$ cat src/rtl/array_port_arbiter_pkg.sv
// Shared definitions for the array port arbiter: FSM state encoding and the
// default geometry of the attached RAM array.
package array_port_arbiter_pkg;
  localparam int ADDR_W_DEF = 5;
  localparam int DATA_W_DEF = 20;
  localparam int LANES_DEF  = 2;

  typedef enum logic {
    ST_INIT = 1'b0,  // sweeping the array with zeros, requests blocked
    ST_RUN  = 1'b1   // serving read/write requests
  } state_t;
endpackage

$ cat src/rtl/array_port_arbiter_if.sv
// Request/response bundle between a client and the array port arbiter.
//   rd_*   : read request  (valid/ready, address)
//   wr_*   : write request (valid/ready, address, lane mask, data)
//   resp_* : read response (valid/ready, data)
// master = client side, slave = arbiter side.
interface array_port_arbiter_if
  import array_port_arbiter_pkg::*;
#(
  parameter int ADDR_W = ADDR_W_DEF,
  parameter int DATA_W = DATA_W_DEF,
  parameter int LANES  = LANES_DEF
);
  logic              rd_valid;
  logic              rd_ready;
  logic [ADDR_W-1:0] rd_addr;
  logic              wr_valid;
  logic              wr_ready;
  logic [ADDR_W-1:0] wr_addr;
  logic [LANES-1:0]  wr_mask;
  logic [DATA_W-1:0] wr_data;
  logic              resp_valid;
  logic              resp_ready;
  logic [DATA_W-1:0] resp_data;

  modport master (
    output rd_valid, rd_addr, wr_valid, wr_addr, wr_mask, wr_data, resp_ready,
    input  rd_ready, wr_ready, resp_valid, resp_data
  );

  modport slave (
    input  rd_valid, rd_addr, wr_valid, wr_addr, wr_mask, wr_data, resp_ready,
    output rd_ready, wr_ready, resp_valid, resp_data
  );
endinterface

$ cat src/rtl/array_port_arbiter_rr_arb2.sv
// Two-way round-robin arbiter.
//   req[0] = write requester, req[1] = read requester
//   gnt    : one-hot grant (zero when nothing requests)
//   ptr    : current priority, 0 = write first, 1 = read first
// The pointer only moves when both request in the same cycle, handing
// priority to the requester that just lost.
module rr_arb2 (
  input  logic       clock,
  input  logic       reset_n,
  input  logic [1:0] req,
  output logic [1:0] gnt,
  output logic       ptr
);
  assign gnt[0] = req[0] & (~req[1] | ~ptr);
  assign gnt[1] = req[1] & (~req[0] |  ptr);

  always_ff @(posedge clock or negedge reset_n) begin
    if (!reset_n)  ptr <= 1'b0;
    else if (&req) ptr <= ~ptr;
  end
endmodule

$ cat src/rtl/array_port_arbiter.sv
// Single-port RAM front end: zeroes the array after reset/clear, then
// arbitrates one read or write per cycle and returns read data through a
// one-entry response slot.
//   clock, reset_n : clock, async active-low reset
//   bus            : read/write request and read response handshakes
//   clear          : one-cycle pulse, restart array zeroing
//   init_done      : high while serving requests
//   ram_*          : single-port RAM, 1-cycle read latency
module array_port_arbiter
  import array_port_arbiter_pkg::*;
#(
  parameter int ADDR_W = ADDR_W_DEF,
  parameter int DATA_W = DATA_W_DEF,
  parameter int LANES  = LANES_DEF
) (
  input  logic               clock,
  input  logic               reset_n,
  array_port_arbiter_if.slave bus,
  input  logic               clear,
  output logic               init_done,
  output logic               ram_en,
  output logic               ram_wmode,
  output logic [ADDR_W-1:0]  ram_addr,
  output logic [LANES-1:0]   ram_wmask,
  output logic [DATA_W-1:0]  ram_wdata,
  input  logic [DATA_W-1:0]  ram_rdata
);
  state_t            state;
  logic [ADDR_W-1:0] counter;
  logic              resp_valid;
  logic              fresh;  // response still comes straight off ram_rdata
  logic [DATA_W-1:0] hold;
  logic              run, rd_elig, ptr;
  logic [1:0]        req, gnt;

  assign run     = (state == ST_RUN);
  // A read may only issue if its response will have somewhere to land.
  assign rd_elig = run & (~resp_valid | bus.resp_ready);
  assign req     = {bus.rd_valid & rd_elig, bus.wr_valid & run};

  rr_arb2 u_arb (
    .clock   (clock),
    .reset_n (reset_n),
    .req     (req),
    .gnt     (gnt),
    .ptr     (ptr)
  );

  // Ready does not depend on the requester's own valid, only on eligibility
  // and whether the other side would win a conflict.
  assign bus.wr_ready   = run & (~req[1] | ~ptr);
  assign bus.rd_ready   = rd_elig & (~req[0] | ptr);
  assign bus.resp_valid = resp_valid;
  assign bus.resp_data  = fresh ? ram_rdata : hold;
  assign init_done      = run;

  always_comb begin
    ram_en    = 1'b0;
    ram_wmode = 1'b0;
    ram_addr  = '0;
    ram_wmask = '0;
    ram_wdata = '0;
    if (!run) begin
      ram_en    = 1'b1;
      ram_wmode = 1'b1;
      ram_addr  = counter;
      ram_wmask = '1;
    end else if (gnt[0]) begin
      ram_en    = 1'b1;
      ram_wmode = 1'b1;
      ram_addr  = bus.wr_addr;
      ram_wmask = bus.wr_mask;
      ram_wdata = bus.wr_data;
    end else if (gnt[1]) begin
      ram_en    = 1'b1;
      ram_addr  = bus.rd_addr;
    end
  end

  always_ff @(posedge clock or negedge reset_n) begin
    if (!reset_n) begin
      state      <= ST_INIT;
      counter    <= '0;
      resp_valid <= 1'b0;
      fresh      <= 1'b0;
      hold       <= '0;
    end else if (clear) begin
      state      <= ST_INIT;
      counter    <= '0;
      resp_valid <= 1'b0;
      fresh      <= 1'b0;
    end else begin
      case (state)
        ST_INIT: begin
          counter <= counter + ADDR_W'(1);
          if (&counter) state <= ST_RUN;
        end
        ST_RUN: begin
          if (gnt[1]) begin
            resp_valid <= 1'b1;
            fresh      <= 1'b1;
          end else if (resp_valid && bus.resp_ready) begin
            resp_valid <= 1'b0;
            fresh      <= 1'b0;
          end else if (resp_valid && fresh) begin
            // Stalled: freeze the data so later writes to the same
            // address (which the RAM read port follows) cannot leak in.
            hold  <= ram_rdata;
            fresh <= 1'b0;
          end
        end
        default: state <= ST_INIT;
      endcase
    end
  end
endmodule

$ cat src/flat_wrapper.sv
// flat-port wrapper written by rule: the top's interface ports become plain ports
module array_port_arbiter_flat import array_port_arbiter_pkg::*;
#(
  parameter int ADDR_W = ADDR_W_DEF,
  parameter int DATA_W = DATA_W_DEF,
  parameter int LANES  = LANES_DEF
)
  (clock, reset_n, clear, init_done, ram_en, ram_wmode, ram_addr, ram_wmask, ram_wdata, ram_rdata, bus_rd_valid, bus_rd_addr, bus_wr_valid, bus_wr_addr, bus_wr_mask, bus_wr_data, bus_resp_ready, bus_rd_ready, bus_wr_ready, bus_resp_valid, bus_resp_data);
  array_port_arbiter_if #(.ADDR_W(ADDR_W), .DATA_W(DATA_W), .LANES(LANES)) bus_i ();
  input  logic clock;
  input  logic reset_n;
  input  logic clear;
  output logic init_done;
  output logic ram_en;
  output logic ram_wmode;
  output logic [ADDR_W-1:0] ram_addr;
  output logic [LANES-1:0] ram_wmask;
  output logic [DATA_W-1:0] ram_wdata;
  input  logic [DATA_W-1:0] ram_rdata;
  input wire logic [$bits(bus_i.rd_valid)-1:0] bus_rd_valid;
  input wire logic [$bits(bus_i.rd_addr)-1:0] bus_rd_addr;
  input wire logic [$bits(bus_i.wr_valid)-1:0] bus_wr_valid;
  input wire logic [$bits(bus_i.wr_addr)-1:0] bus_wr_addr;
  input wire logic [$bits(bus_i.wr_mask)-1:0] bus_wr_mask;
  input wire logic [$bits(bus_i.wr_data)-1:0] bus_wr_data;
  input wire logic [$bits(bus_i.resp_ready)-1:0] bus_resp_ready;
  output wire logic [$bits(bus_i.rd_ready)-1:0] bus_rd_ready;
  output wire logic [$bits(bus_i.wr_ready)-1:0] bus_wr_ready;
  output wire logic [$bits(bus_i.resp_valid)-1:0] bus_resp_valid;
  output wire logic [$bits(bus_i.resp_data)-1:0] bus_resp_data;
  assign bus_i.rd_valid = bus_rd_valid;
  assign bus_i.rd_addr = bus_rd_addr;
  assign bus_i.wr_valid = bus_wr_valid;
  assign bus_i.wr_addr = bus_wr_addr;
  assign bus_i.wr_mask = bus_wr_mask;
  assign bus_i.wr_data = bus_wr_data;
  assign bus_i.resp_ready = bus_resp_ready;
  assign bus_rd_ready = bus_i.rd_ready;
  assign bus_wr_ready = bus_i.wr_ready;
  assign bus_resp_valid = bus_i.resp_valid;
  assign bus_resp_data = bus_i.resp_data;
  array_port_arbiter #(.ADDR_W(ADDR_W), .DATA_W(DATA_W), .LANES(LANES)) u_core (.clock(clock), .reset_n(reset_n), .bus(bus_i), .clear(clear), .init_done(init_done), .ram_en(ram_en), .ram_wmode(ram_wmode), .ram_addr(ram_addr), .ram_wmask(ram_wmask), .ram_wdata(ram_wdata), .ram_rdata(ram_rdata));
endmodule
$ cat config.mk
export PLATFORM = sky130hd
export DESIGN_NAME = array_port_arbiter_flat
export DESIGN_NICKNAME = d
export VERILOG_FILES = /design/src/rtl/array_port_arbiter_pkg.sv /design/src/rtl/array_port_arbiter_if.sv /design/src/rtl/array_port_arbiter_rr_arb2.sv /design/src/rtl/array_port_arbiter.sv /design/src/flat_wrapper.sv
export SDC_FILE = /design/constraint.sdc
export NUM_CORES = 1
export LEC_CHECK = 0
export CAP_MARGIN = 20
export CORE_ASPECT_RATIO = 1.75
export CORE_MARGIN = 5
export CORE_UTILIZATION = 40
export CTS_CLUSTER_SIZE = 40
export DETAILED_ROUTE_END_ITERATION = 10
export PLACE_DENSITY = 0.86
export SYNTH_ARGS = -nofsm -noshare
export SYNTH_HDL_FRONTEND = slang
export SYNTH_SLANG_ARGS = --single-unit
$ cat constraint.sdc
create_clock -name clock -period 2.91 [get_ports clock]
set_input_delay 0.873 -clock clock [delete_from_list [all_inputs] [get_ports clock]]
set_output_delay 0.873 -clock clock [all_outputs]
set_load 0.02 [all_outputs]
==> flow_metrics.env <==
export IMPL_clockBufferDepth=2
export IMPL_hold_worst_slack_ns=0.505
export IMPL_overflow=0
export IMPL_antenna_found_initial=0
export IMPL_cts_tree="yes"
export IMPL_crit_path_start_kind="input port"
export IMPL_drive_above_1_share=0.392
export IMPL_vias=1654
export IMPL_gp_congestion=0.762
export IMPL_worstPathMaxFanout=5
export IMPL_grt_pass1_vias=1791
export IMPL_fin_nets=338
export IMPL_power_frac_comb=0.148
export IMPL_synth_nets=210
export IMPL_setup_viol=0
export IMPL_vias_per_cell=5.03
export IMPL_ys_seq_elements=29
export IMPL_skew_ns=0.00399
export IMPL_arrival_ns=1.97
export IMPL_syn_to_final_growth_pct=73.2
export IMPL_status="finished, final reports clean"
export IMPL_ys_seq_area_frac=0.404
export IMPL_grt_start_max_net_pins=30
export IMPL_end_kind="primary output"
export IMPL_cellPowerDensity_mw_per_mm2=280
export IMPL_drt_iter0_drc=54
export IMPL_ys_warn_count=0
export IMPL_dpl_cell_count=315
export IMPL_leakagePower_nw=1.64
export IMPL_drc_errors=0
export IMPL_setup_worst_path_start="bus_resp_ready"
export IMPL_dieArea_mm2=0.00599
export IMPL_num_antenna_cells=0
export IMPL_utilization=0.707
export IMPL_max_freq_ghz=0.352
export IMPL_seqPwrFrac=0.476
export IMPL_syn_area_per_cell_um2=12.0
export IMPL_chipWidth_um=60.7
export IMPL_drt_antenna_violating_nets=0
export IMPL_hold_start="u_core.hold[14]"
export IMPL_path_clk_slew_ns=0.06
export IMPL_hp_class="flop to flop"
export IMPL_cp_slowest_cell="or3_4"
export IMPL_layout_cells_non_filler=329
export IMPL_drt_first_pass_iters=4
export IMPL_max_stage_delay_ns=0.37
export IMPL_rr_startpoint="u_core.bus.resp_valid"
export IMPL_initial_core_util=0.408
export IMPL_final_common_cell="clkdlybuf4s50_1"
export IMPL_critPathKind="input port to primary output"
export IMPL_ir_drop_v=0.000313
export IMPL_final_cell_mix="56 x clkdlybuf4s50_1, 29 x dfrtp_1, 22 x buf_4"
export IMPL_core_area_mm2=0.00440
export IMPL_top_level_ports=111
export IMPL_root_buffer="clkbuf_8"
export IMPL_grt_pass1_wl_um=8800
export IMPL_die_y_um=98.7
export IMPL_grt_use_total=0.193
export IMPL_clk_latency_ns=0.27
export IMPL_period_share=0.977
export IMPL_totalPowerFinal_w=0.000871
export IMPL_fp_row_count=32
export IMPL_path_cells="buf_2 > nand2b_4 > a31oi_4 > buf_12 > buf_6 > or3_4 > buf_6"
export IMPL_hold_viol=0
export IMPL_syn_area_mm2=0.00180
export IMPL_maxSlewHeadroom=0.639
export IMPL_wl_um=5520
export IMPL_pwr_share_clk=0.375
export IMPL_h_tree_depth=2
export IMPL_period_minus_slack_ns=2.84
export IMPL_critPathRequiredTime_ns=2.04
export IMPL_swShare=0.215
export IMPL_intPower_w=0.000684
export IMPL_port_buffers=110
export IMPL_cap_viol_max_count=0
export IMPL_critPathBufInv=4
export IMPL_dpl_hpwl_um=4030
export IMPL_design_area_mm2=0.00311
export IMPL_cts_inserted_buffers=5
export IMPL_switchingPower_w=0.000187
export IMPL_dpl_instance_area_mm2=0.00300
export IMPL_slew_viol_final=0
export IMPL_tightestPinTransition_ns=0.541
export IMPL_worst_path_most_repeated_cell="buf_6"
export IMPL_path_delay_family="buffers and inverters"
export IMPL_cts_sinks=29
export IMPL_rsz0062_at_grt="false"
export IMPL_synth_cell_types=29
export IMPL_detail_route_wl_per_cell_um=16.8
export IMPL_netlist_instances=150
## synthesized netlist by cell type (all sizes together)
library cell,number,share of area
mux2,40,0.29
ha,2,0.014
nand2b,2,0.0070
nor2,7,0.015
a21oi,2,0.0056
nor3,3,0.011
nand2,6,0.013
dfrtp,29,0.40
inv,1,0.0021
xor2,1,0.0049
and2b,1,0.0056
nand4,1,0.0035
mux2i,2,0.011
xnor2,2,0.0097
and3,1,0.0035
a21o,2,0.0083
a221o,5,0.028
and2,20,0.070
a31oi,2,0.0070
or3,2,0.0070
nand4b,2,0.018
buf,9,0.035
nor2b,7,0.024
clkbuf,1,0.0021
## cell type report
type                       instances  area, um^2
multi-input combinational        110        1040
sequential                        29         726
clock buffer                       7        86.3
timing repair buffer             131        1190
inverter                           1        3.75
tap                               51        63.8
fill                             322        1290
## final timing paths
| kind | endpoint | slack (ns) | cells after the start |
|---|---|---|---|
| worst max-delay path | ram_en | 0.07 | 7 |
| worst min-delay path | u_core.hold[14] | 0.51 | 1 |
| worst max register to register | u_core.hold[3] | 1.09 | 4 |
| worst min register to register | u_core.hold[14] | 0.51 | 1 |
| max in group asynchronous | u_core.hold[11] | 1.64 | 2 |
| min in group asynchronous | u_core.hold[19] | 0.98 | 2 |
## flip-flops by register name, indices dropped and copies added, names as in the netlist
register / count
u_core.hold: 20
u_core.bus.resp_valid: 1
u_core.fresh: 1
u_core.counter: 5
u_core.init_done: 1
u_core.u_arb.ptr: 1
## what timing repair did
item	4_1_cts	5_1_grt
gates cloned	4	0
resized for setup	166	12
endpoints found under the setup margin	51	16
buffers inserted	3	0
pin swaps	5	0
hold buffers	0	0
## metrics by stage
stage / setup TNS [ns] / setup WS (ns)
floorplan: 0 / 0.254
global placement: -19.00 / -0.671
detailed placement: -21.28 / -0.724
CTS: 0 / 0.00238
global route: 0 / 0.0311
finish: 0 / 0.0661
## power by group through the flow
stage | clock network (W) | logic (W) | registers [W]
6_report | 0.000327 | 0.000129 | 0.000415
3_3_place_gp | 0 | 0.000127 | 0.000421
3_5_place_dp | 0 | 0.000130 | 0.000421
2_1_floorplan | 0 | 0.0000244 | 0.000420
5_1_grt | 0.000357 | 0.000140 | 0.000416
4_1_cts | 0.000336 | 0.000130 | 0.000415
## routing by layer
layer / track usage / vias up / routed length, um
met3: 0.0393 / 6 / 579
met5: 0 / - / 0
met2: 0.352 / 86 / 2900
met4: 0.0601 / 0 / 82
li1: - / 776 / -
met1: 0.213 / 786 / 1960
## kinds of logic (layout without fill, tap and decap cells)
group / count (synthesis) / in the layout / synth area share
buf+inv: 11 / 139 / 0.0390
simple gates: 52 / 52 / 0.177
mux: 42 / 42 / 0.303
flops: 29 / 29 / 0.404
fa+ha+maj: 2 / 2 / 0.0139
compound gates: 11 / 11 / 0.0487
xor+xnor: 3 / 3 / 0.0146
Note: power is estimated with default switching activity, not from simulation.
